===== config.mk =====
export PLATFORM = sky130hd
export DESIGN_NAME = regfile_wb_arbiter
export DESIGN_NICKNAME = d
export VERILOG_FILES = /design/src/rtl/regfile_wb_arbiter.sv
export SDC_FILE = /design/constraint.sdc
export NUM_CORES = 1
export LEC_CHECK = 0
export BUFFER_PORTS_ARGS = -buffer_cell sky130_fd_sc_hd__buf_2
export CORE_AREA = 2 2 161 163
export DETAILED_ROUTE_END_ITERATION = 8
export DIE_AREA = 0 0 163 165
export GPL_ROUTABILITY_DRIVEN = 0
export PLACE_DENSITY = 0.81
export SLEW_MARGIN = 40
export SYNTH_ARGS = -nofsm -noshare
export SYNTH_HDL_FRONTEND = slang
export SYNTH_SLANG_ARGS = --single-unit

===== constraint.sdc =====
create_clock -name clk -period 5 [get_ports clk]
set_input_delay 1 -clock clk [delete_from_list [all_inputs] [get_ports clk]]
set_output_delay 1 -clock clk [all_outputs]
set_load 0.005 [all_outputs]

===== src/rtl/regfile_wb_arbiter.sv =====
// Register-file write-port arbiter: merges in-order pipeline writeback with
// out-of-band long-latency results held in a small FIFO, keeping WAW order.
module regfile_wb_arbiter #(
  parameter int XLEN       = 64,
  parameter int DEPTH      = 4,
  parameter int STARVE_MAX = 8
) (
  input  logic            clk,
  input  logic            rst,
  input  logic            WbEnP,
  input  logic [4:0]      WbRdP,
  input  logic [XLEN-1:0] WbDataP,
  input  logic            LlValid,
  input  logic [4:0]      LlRd,
  input  logic [XLEN-1:0] LlData,
  output logic            LlReady,
  input  logic [4:0]      Rs1D,
  input  logic [4:0]      Rs2D,
  output logic            BusyRs1,
  output logic            BusyRs2,
  output logic            StallWB,
  output logic            RegWriteEnW,
  output logic [4:0]      RDW,
  output logic [XLEN-1:0] ResultW
);

  localparam int AW = $clog2(DEPTH);
  localparam int SW = $clog2(STARVE_MAX + 1);
  localparam logic [AW:0]   FULL_CNT   = (AW + 1)'(DEPTH);
  localparam logic [SW-1:0] STARVE_LIM = SW'(STARVE_MAX);

  logic [4:0]      r_rd   [DEPTH];
  logic [XLEN-1:0] r_data [DEPTH];
  logic [DEPTH-1:0] r_vld;
  logic [AW-1:0]   r_wptr, r_rptr;
  logic [AW:0]     r_count;
  logic [SW-1:0]   r_starve;

  logic w_pw, w_empty, w_head_vld, w_pw_grant, w_head_grant;
  logic w_pop, w_push, w_push_vld;

  // A slot's valid bit is cleared on pop, so r_vld alone marks live,
  // un-killed entries and the head bit is meaningful even when empty.
  assign w_pw         = WbEnP && (WbRdP != 5'd0);
  assign w_empty      = (r_count == '0);
  assign w_head_vld   = r_vld[r_rptr];
  assign StallWB      = (r_starve == STARVE_LIM) && w_head_vld;
  assign LlReady      = (r_count != FULL_CNT);
  assign w_pw_grant   = w_pw && !StallWB;
  assign w_head_grant = StallWB || (!w_pw && w_head_vld);
  assign w_pop        = !w_empty && (StallWB || !w_pw);
  assign w_push       = LlValid && LlReady && (LlRd != 5'd0);
  assign w_push_vld   = !(w_pw_grant && (WbRdP == LlRd));

  // NOTE: every variable assigned in always_comb gets a default first, so
  // no path leaves it unassigned and no latch is inferred.
  always_comb begin
    BusyRs1 = 1'b0;
    BusyRs2 = 1'b0;
    for (int i = 0; i < DEPTH; i++) begin
      if (r_vld[i] && (r_rd[i] == Rs1D) && (Rs1D != 5'd0)) BusyRs1 = 1'b1;
      if (r_vld[i] && (r_rd[i] == Rs2D) && (Rs2D != 5'd0)) BusyRs2 = 1'b1;
    end
  end

  // NOTE: the payload array carries no reset; an entry is only ever read
  // while its valid bit (which is reset) says it holds something.
  always_ff @(posedge clk) begin
    if (w_push) begin
      r_rd[r_wptr]   <= LlRd;
      r_data[r_wptr] <= LlData;
    end
  end

  // NOTE: sequential state uses non-blocking assignments so every process
  // sees pre-edge values; later assignments to the same bit win.
  always_ff @(posedge clk or posedge rst) begin
    if (rst) begin
      r_vld       <= '0;
      r_wptr      <= '0;
      r_rptr      <= '0;
      r_count     <= '0;
      r_starve    <= '0;
      RegWriteEnW <= 1'b0;
      RDW         <= '0;
      ResultW     <= '0;
    end else begin
      if (w_pw_grant) begin
        for (int i = 0; i < DEPTH; i++) begin
          if (r_rd[i] == WbRdP) r_vld[i] <= 1'b0;
        end
      end
      if (w_pop) begin
        r_vld[r_rptr] <= 1'b0;
        r_rptr        <= r_rptr + AW'(1);
      end
      if (w_push) begin
        r_vld[r_wptr] <= w_push_vld;
        r_wptr        <= r_wptr + AW'(1);
      end
      r_count <= r_count + {{AW{1'b0}}, w_push} - {{AW{1'b0}}, w_pop};

      if (w_pop || w_empty)  r_starve <= '0;
      else if (w_head_vld)   r_starve <= r_starve + SW'(1);

      RegWriteEnW <= w_pw_grant || w_head_grant;
      if (w_pw_grant) begin
        RDW     <= WbRdP;
        ResultW <= WbDataP;
      end else if (w_head_grant) begin
        RDW     <= r_rd[r_rptr];
        ResultW <= r_data[r_rptr];
      end
    end
  end

endmodule


# --- Word level (Yosys, flattened, before mapping) ---
# Memory sizes are Yosys's and may differ from the RTL's.
# Index checks and enable logic that the tools add are counted.
word_totals:
  register_bits: 85
  rom_bits: 0
  input_bits: 152
  n_memories: 2
  latchBits: 0
  out_inout_bits: 74
  word_cells: 107
  ram_bits: 276
classes:
  bitwise: 2
  reduce_logical: 41
  multipliers: 0
  div: 0
  add_sub_neg: 5
  n_eq_ne: 15
  order_cmp: 4
  mux: 30
  shifts: 0
mem_list:
  columns: ["name", "words", "word_bits", "rd", "rd_clocked_by_memory_dff", "wr", "line", "text"]
  rows:
  - ["r_data", 4, 64, 1, 0, 1, "33", "logic [XLEN-1:0] r_data [DEPTH];"]
  - ["r_rd", 4, 5, 5, 0, 1, "32", "logic [4:0] r_rd [DEPTH];"]
op_table:
  columns: ["cell", "count"]
  rows:
  - ["64-bit 2-to-1 mux", 2]
  - ["5-bit == test", 13]
  - ["1-bit logical AND", 26]
  - ["4-bit 2-to-1 mux", 5]
  - ["5-bit nonzero test", 4]
  - ["1-bit 2-to-1 mux", 17]
  - ["5-bit 2-to-1 mux", 2]
  - ["2-bit by 3-bit < comparator with 1-bit output (second input constant)", 2]
  - ["2-bit by 1-bit adder with 2-bit output (second input constant)", 2]
  - ["4-bit by 1-bit adder with 4-bit output (second input constant)", 1]
  - ["4-bit AND", 1]
  - ["4-bit bitwise mux", 1]
  - ["1-bit demux with 2-bit select", 2]
  - ["4-bit == test (second input constant)", 1]
  - ["2-bit by 1-bit greater-or-equal comparator with 1-bit output (second input constant)", 2]
  - ["1-bit zero test", 4]
  - ["1-bit logical OR", 4]
  - ["4-bit inverter", 1]
  - ["2-bit nonzero test", 2]
  - ["3-bit by 1-bit adder with 3-bit output", 1]
  - ["3-bit zero test", 1]
  - ["3-bit inequality test (second input constant)", 1]
  - ["3-bit by 1-bit subtractor with 3-bit output", 1]
  - ["1-bit binary-select mux with 2-bit select", 1]

# --- Longest topological paths before layout ---
# Gate-level depths: netlist of the first run.
depth:
  depth_word: 10
  depth_mapped: 11
  depth_no_buf: 10

# --- Worst setup path after synthesis of the first run ---
# OpenSTA, ideal clock, no wires.
synth_timing:
  path_type: "input -> register"
  start: "input LlRd[2]"
  end: "memory r_data[2][0], enable pin"
  arrival_ps: 2952
  path_stages: 5
  path_buffers: 1
  path_slack_ps: 1625
  required_time_ps: 4577
  setup_ps: 423
  cell_sequence: "or4_1 o211a_1 clkbuf_1 nand2_1 inv_1"
synth_via:
  elab_chain_cells: 4
synth_lines:
  columns: ["element", "line", "text"]
  rows:
  - ["start, declared", "14", "input logic [4:0] LlRd,"]
  - ["5-bit nonzero test", "52", "assign w_push = LlValid && LlReady && (LlRd != 5'd0);"]
  - ["1-bit logical AND", "52", null]
  - ["1-bit 2-to-1 mux", "69", "if (w_push) begin"]
  - ["1-bit 2-to-1 mux (implied by the code)", "71", "r_data[r_wptr] <= LlData;"]
  - ["end, declared", "33", null]
# No other way between the ends.

# --- Worst setup path in the final report of the first run ---
layout_timing:
  start: "register r_rptr[0]"
  end: "register ResultW[3]"
layout_via:
  elab_chain_cells: 6
  elab_cells_between_ends: 11
  cone_classes: "mux (4); reduce/logical (6); memory (1)"
layout_lines:
  columns: ["element", "line", "text"]
  rows:
  - ["start, declared", "35", "logic [AW-1:0] r_wptr, r_rptr;"]
  - ["start signal, assigned", "95", "r_rptr <= r_rptr + AW'(1);"]
  - ["1-bit binary-select mux with 2-bit select", "46", "assign w_head_vld = r_vld[r_rptr];"]
  - ["1-bit 2-to-1 mux (implied by the code)", "46", null]
  - ["1-bit logical AND", "47", "assign StallWB = (r_starve == STARVE_LIM) && w_head_vld;"]
  - ["1-bit zero test", "49", "assign w_pw_grant = w_pw && !StallWB;"]
  - ["1-bit logical AND", "49", null]
  - ["64-bit 2-to-1 mux or 2-bit nonzero test (tied branches)", null, null]
  - ["end signal, assigned", "109", "ResultW <= WbDataP;"]
  - ["end signal, assigned", "112", "ResultW <= r_data[r_rptr];"]
  - ["end, declared", "24", "output logic [XLEN-1:0] ResultW"]
# Parallel ways exist; a longest one is shown, timed or not. The select of a mux whose other input is x is not followed.
# A chain may end at the register's enable or synchronous reset.

==> flow_summary.yaml, run 1 <==
synth:
  synthAdderAreaFrac_pct: 1.04
  seq_area_frac_synth_pct: 68.4
  yosysWarningCount: 0
  synth_xor_area_share_pct: 4.20
  ys_async_sr_fraction_pct: 23.5
  syn_inst: 952
  synth_seq_cells: 361
  synth_area_um2: 15200
  syn_area_per_cell_um2: 16.0
  synth_compound_area_share_pct: 6.56
  synth_edf_count: 276
  synth-simple-area-share_pct: 6.79
  syn_nets: 1116
  synth_top_family_by_area: "multiplexers"
  synth_ff_type: "edfxtp_1"
  synth_cell_types: 39
  synth_mux_area_share_pct: 10.6
worst_setup_path:
  endpoint_kind: "flip-flop"
  crit_cells: 6
  rrSetupSlack_ns: 1.63
  cp_cell_sequence: "buf_4, buf_6, mux2_2, nand2b_1, nor2_1, a31oi_1"
  slowest_delay_ns: 0.71
  worstPathMaxFanout: 38
  critPathKind: "flip-flop to flip-flop"
  slowest_stage: "mux2_2"
  worstReg2RegStart: "r_rptr[0]"
  start_kind: "flip-flop"
  cp_num_buf_inv: 2
  crit_end: "ResultW[3]"
  r2r_cells: 6
  cp.arrival_ns: 3.73
  cp-startpoint: "r_rptr[0]"
  worstPathRequired_ns: 5.36
  path_delay_family: "buffers and inverters"
  reg2reg_to: "ResultW[3]"
power:
  powerDensity_nw_per_um2: 591
  ir_worst_vdd_mv: 0.471
  p_leak_nw: 6.57
clock_network:
  htree_levels: 2
  clock_sinks: 361
  cts_made_buffers: 38
  cts_setup_buffers: 0
  cts_tree: "yes"
  clock_path_buffers: 3
  clk_latency_ns: 0.52
  clk_pin_slew_ns: 0.06
  hold_buffers: 0
  cts_root_buf: "clkbuf_16"
  cts-resized-gates: 0
timing:
  max_freq_ghz: 0.297
  worst_clock_skew_ns: 0.0138
  timing.final.crit_share_pct: 67.3
  worst_slew_pin_slew_ns: 0.799
  slew_headroom_pct: 46.7
  drv_slew: 0
  tns_ns: 0
  finalSetupViolCount: 0
  rsz0062_at_grt: "no"
  fin_crit_ns: 3.37
  hold_viol: 0
placement:
  dp.cells: 1451
  dpl.hpwl_mm: 21.9
  port_buffers: 225
global_route:
  grt_pass1_wl_mm: 55.5
  grt_usage_pct: 27.5
  first_global_vias: 9718
  grt_antenna_before_repair: 7
  grt_overflow: 0
  grt_start_max_net_pins: 75
min_path:
  min_path_type: "flip-flop to flip-flop"
floorplanning:
  die_area_um2: 26900
  row_count: 58
  pin_count: 226
  die_x_um: 163
  design.core.area_um2: 25000
  die_y_um: 165
  start_util_pct: 60.8
routing:
  vias_per_cell: 6.19
  vias: 9459
  wl_mm: 36.0
  drcViolationCount: 0
  firstDrtPassIters: 6
  first_iter_violations: 878
  avgRoutedWirePerCell_um: 23.6
  ant_nets: 0
cells_and_area:
  finalNetCount: 1326
  fin_cells: 1528
  nFillCells: 1613
  drive_gt1_share_pct: 32.0
  area_growth_pct: 17.8
status:
  status: "completed"
flow_run:
  maxCapViolations: 0
report_power, final:
| part | leakage (nW) | switching, W | internal, W |
|---|---|---|---|
| clock | 0.639 | 0.00112 | 0.00176 |
| combinational | 2.42 | 0.00184 | 0.00145 |
| sequential | 3.51 | 0.000367 | 0.00406 |
| total | 6.57 | 0.00333 | 0.00727 |
how the worst min path moves through the flow:
| stage | slack, ns | startpoint | endpoint | cells past startpoint |
|---|---|---|---|---|
| 2_1_floorplan | 0.50 | r_count[0] | r_count[0] | 1 |
| 3_3_place_gp | 0.51 | ResultW[52] | ResultW[52] | 2 |
| 3_5_place_dp | 0.52 | ResultW[16] | ResultW[16] | 2 |
| 4_1_cts | 0.54 | ResultW[62] | ResultW[62] | 2 |
| 5_1_grt | 0.56 | ResultW[16] | ResultW[16] | 2 |
| 6_report | 0.53 | ResultW[26] | ResultW[26] | 2 |
cells in the final DEF (no fill, tap or decap), types with 8 or more instances in the layout:
master and n:
nand2_1 32, clkbuf_16 41, xor2_1 36, nor4_1 8, buf_2 225, a31oi_1 10, and2_1 64, mux4_2 70
xnor2_1 37, nand3_1 13, edfxtp_1 276, dfrtp_1 83, clkinv_2 10, o22ai_1 63, a211oi_1 59, buf_4 11
nor2_1 73, ha_1 11
sequential cells by signal, summed over array words and instances (netlist names):
| signal | flops |
|---|---|
| r_wptr | 2 |
| r_count | 3 |
| r_vld | 4 |
| r_starve | 4 |
| r_data | 256 |
| RegWriteEnW | 1 |
| r_rptr | 2 |
| r_rd | 20 |
| ResultW | 64 |
| RDW | 5 |
synth_stat cells, types with 8 or more instances:
library cell,n,share of area (%)
nand2_1,32,0.79
a31oi_1,10,0.41
ha_1,11,0.90
dfrtp_1,85,14
mux4_2,70,10
nand3_1,13,0.43
edfxtp_1,276,54
inv_1,12,0.30
xnor2_1,37,2.1
buf_2,15,0.49
o22ai_1,63,2.6
clkbuf_1,40,0.99
and2_1,64,2.6
a211oi_1,59,2.9
nor2_1,73,1.8
xor2_1,36,2.1
buf_4,8,0.39
nor4_1,8,0.33
logic make-up (layout without fill, tap and decap cells):
logic type / Yosys count / count (layout)
and+or+nand+nor: 206 / 206
buffers and inverters: 83 / 323
xor gates and xnor gates: 73 / 73
adders and majority gates: 12 / 12
other: 0 / 6
muxes: 73 / 73
DFF: 361 / 361
AOI/OAI and AO/OA: 144 / 144
routing by layer:
layer	global-route usage, %	wire (um)	up-vias
met3	5.35	2620	101
met5	0	24	-
met1	36.1	14000	4816
met2	46.2	18200	440
met4	10.4	1230	4
li1	-	-	4098
tightest hold or removal path: cells and delay by family (launching register included):
| family | cells | cell delay (ns) |
|---|---|---|
| AOI/OAI and AO/OA | 1 | 0.07 |
| DFF | 1 | 0.34 |
| and+or+nand+nor | 1 | 0.08 |
cell type report:
| type | instances | area [um2] | area share [%] |
|---|---|---|---|
| Sequential cell | 361 | 10400 | 58.1 |
| Multi-Input combinational cell | 508 | 4450 | 24.8 |
| Timing Repair Buffer | 240 | 1270 | 7.09 |
| Clock buffer | 51 | 1100 | 6.15 |
| Tap cell | 330 | 413 | 2.30 |
| Clock inverter | 19 | 198 | 1.10 |
| Inverter | 13 | 58.8 | 0.328 |
| Antenna cell | 6 | 15.0 | 0.0837 |
through the flow:
| step | power [W] | setup WS, ns | area, um2 | hold slack [ns] | util (%) |
|---|---|---|---|---|---|
| 6_report | 0.0106 | 1.63 | 17900 | 0.533 | 71.6 |
| 5_1_grt | 0.0111 | 1.29 | 17900 | 0.562 | 71.6 |
| 4_1_cts | 0.0107 | 1.30 | 17900 | 0.538 | 71.5 |
| 3_5_place_dp | 0.00773 | 1.28 | 16600 | 0.521 | 66.3 |
| 3_3_place_gp | 0.00759 | 1.35 | 16600 | 0.511 | 66.2 |
| 2_1_floorplan | 0.00662 | 1.63 | 15200 | 0.495 | - |
(Power assumes the default switching activity.)
==> run 2, diff against run 1 <==
--- a/config.mk
+++ b/config.mk
@@ -6,11 +6,11 @@
 export NUM_CORES = 1
 export LEC_CHECK = 0
 export BUFFER_PORTS_ARGS = -buffer_cell sky130_fd_sc_hd__buf_2
-export CORE_AREA = 2 2 161 163
+export CORE_AREA = 2 2 167 169
 export DETAILED_ROUTE_END_ITERATION = 8
-export DIE_AREA = 0 0 163 165
+export DIE_AREA = 0 0 169 171
 export GPL_ROUTABILITY_DRIVEN = 0
-export PLACE_DENSITY = 0.81
+export PLACE_DENSITY = 0.76
 export SLEW_MARGIN = 40
 export SYNTH_ARGS = -nofsm -noshare
 export SYNTH_HDL_FRONTEND = slang
==> constraint.sdc (replaced) <==
create_clock -name clk -period 3.5 [get_ports clk]
set_input_delay 0.7 -clock clk [delete_from_list [all_inputs] [get_ports clk]]
set_output_delay 0.7 -clock clk [all_outputs]
set_load 0.005 [all_outputs]
==> flow_summary.yaml, run 2 (synthesis results as in run 1) <==
status:
  status: "completed"
routing:
  drcViolationCount: 0
  ant_nets: 0
  vias: 9147
  avgRoutedWirePerCell_um: 22.4
  firstDrtPassIters: 5
  first_iter_violations: 694
  vias_per_cell: 5.91
  wl_mm: 34.8
timing:
  hold_viol: 0
  worst_slack_ns: 0.303
  timing.final.crit_share_pct: 91.4
  drv_slew: 0
  tns_ns: 0
  max_freq_ghz: 0.313
  fin_crit_ns: 3.20
  worst_slew_pin_slew_ns: 0.802
  rsz0062_at_grt: "no"
  slew_headroom_pct: 46.6
  worst_clock_skew_ns: 0.0232
  finalSetupViolCount: 0
floorplanning:
  pin_count: 226
  die_x_um: 169
  die_area_um2: 28900
  start_util_pct: 55.7
  design.core.area_um2: 27300
  die_y_um: 171
  row_count: 61
global_route:
  grtUsageMet2_pct: 40.7
  grt_start_max_net_pins: 74
  busiest_layer: "met2"
  grt_use_met3_pct: 4.70
  use_met1_pct: 32.2
  grt_pass1_wl_mm: 52.6
  grt_antenna_before_repair: 5
  first_global_vias: 9271
  grt_usage_pct: 24.0
  grt_overflow: 0
cells_and_area:
  largest_register: "r_data"
  nFillCells: 2006
  largest_register_ffs: 256
  finalNetCount: 1333
  final_common_cell: "edfxtp_1"
  fin_cells: 1549
  drive_gt1_share_pct: 32.0
  largestRegisters: "r_data x256, ResultW x64, r_rd x20"
  area_growth_pct: 17.1
  layout_common_cells: "edfxtp_1, buf_2, dfrtp_1, nor2_1, mux4_2"
clock_network:
  clock_sinks: 361
  cts_setup_buffers: 0
  htree_levels: 2
  clk_latency_ns: 0.53
  cts_root_buf: "clkbuf_16"
  cts-resized-gates: 0
  clk_pin_slew_ns: 0.06
  hold_buffers: 0
  cts_made_buffers: 38
  cts_tree: "yes"
  clock_path_buffers: 3
power:
  netSwitchingPower_w: 0.00469
  clockPowerShare_pct: 25.5
  ir_worst_vdd_mv: 0.765
  sw_frac_of_total_pct: 32.0
  totalPowerFinal_w: 0.0147
  seq_power_share_pct: 42.8
  powerDensity_nw_per_um2: 824
  p_leak_nw: 6.52
  pwr-share-comb_pct: 31.6
  p_int_w: 0.00999
worst_setup_path:
  worstPathRequired_ns: 2.80
  critPathKind: "flip-flop to primary output"
  worstPathMaxFanout: 41
  endpoint_kind: "primary output"
  slowest_stage: "mux4_2"
  cp_cell_sequence: "mux4_2, or3b_4, buf_4, inv_2, buf_2"
  cp.arrival_ns: 2.50
  start_kind: "flip-flop"
  slowest_delay_ns: 0.53
placement:
  dp.cells: 1475
  port_buffers: 225
  dpl.hpwl_mm: 21.4
  preCtsSetupSlack_ns: 0.309
flow_run:
  maxCapViolations: 0
min_path:
  min_path_type: "input pin to asynchronous set/reset pin"
-- run 2: layout make-up --
class | instances | area [um2] | area share (%)
Multi-Input combinational cell | 508 | 4450 | 25.0
Clock buffer | 49 | 1000 | 5.62
Antenna cell | 4 | 10.0 | 0.0561
Timing Repair Buffer | 247 | 1300 | 7.31
Tap cell | 346 | 433 | 2.43
Inverter | 13 | 56.3 | 0.316
Clock inverter | 21 | 149 | 0.835
Sequential cell | 361 | 10400 | 58.5
-- run 2: layer usage --
layer  vias to the layer above  part of all wire (%)
met2                       400                    50
met5                         -                 0.037
li1                       4117                     -
met3                        58                   7.4
met1                      4570                    41
met4                         2                   2.0
-- run 2: path summary, 6_finish.rpt --
check / to / depth (start not counted) / slack, ns / start
worst max register to register: r_vld[1] / 6 / 0.79 / r_vld[3]
max in group asynchronous: ResultW[51] / 3 / 2.39 / rst
worst max-delay path: StallWB / 5 / 0.30 / r_vld[3]
min in group clk: r_data[0][15] / 1 / 0.38 / LlData[15]
worst min-delay path: ResultW[30] / 2 / 0.30 / rst
worst min register to register: ResultW[48] / 2 / 0.53 / ResultW[48]
-- run 2: stage by stage --
step	cell area, um2	util, %	hold WS (ns)
CTS	17800	65.2	0.315
detailed placement	16700	61.0	0.520
global route	17800	65.2	0.357
finish	17800	65.2	0.301
global placement	16700	61.0	0.510
floorplan	15200	-	0.495
-- run 2: power by group through the flow --
stage | clock [W] | sequential, W | combinational, W
6_report | 0.00375 | 0.00629 | 0.00465
5_1_grt | 0.00398 | 0.00638 | 0.00507
4_1_cts | 0.00381 | 0.00628 | 0.00471
3_5_place_dp | 0 | 0.00636 | 0.00468
3_3_place_gp | 0 | 0.00631 | 0.00460
2_1_floorplan | 0 | 0.00629 | 0.00316
-- run 2: worst max-delay path, delay by kind of cell, from the launching register on --
family / cells / cell delay (ns)
buffers and inverters: 3 / 0.66
flip-flops: 1 / 0.47
AND/OR/NAND/NOR: 1 / 0.29
multiplexers: 1 / 0.53
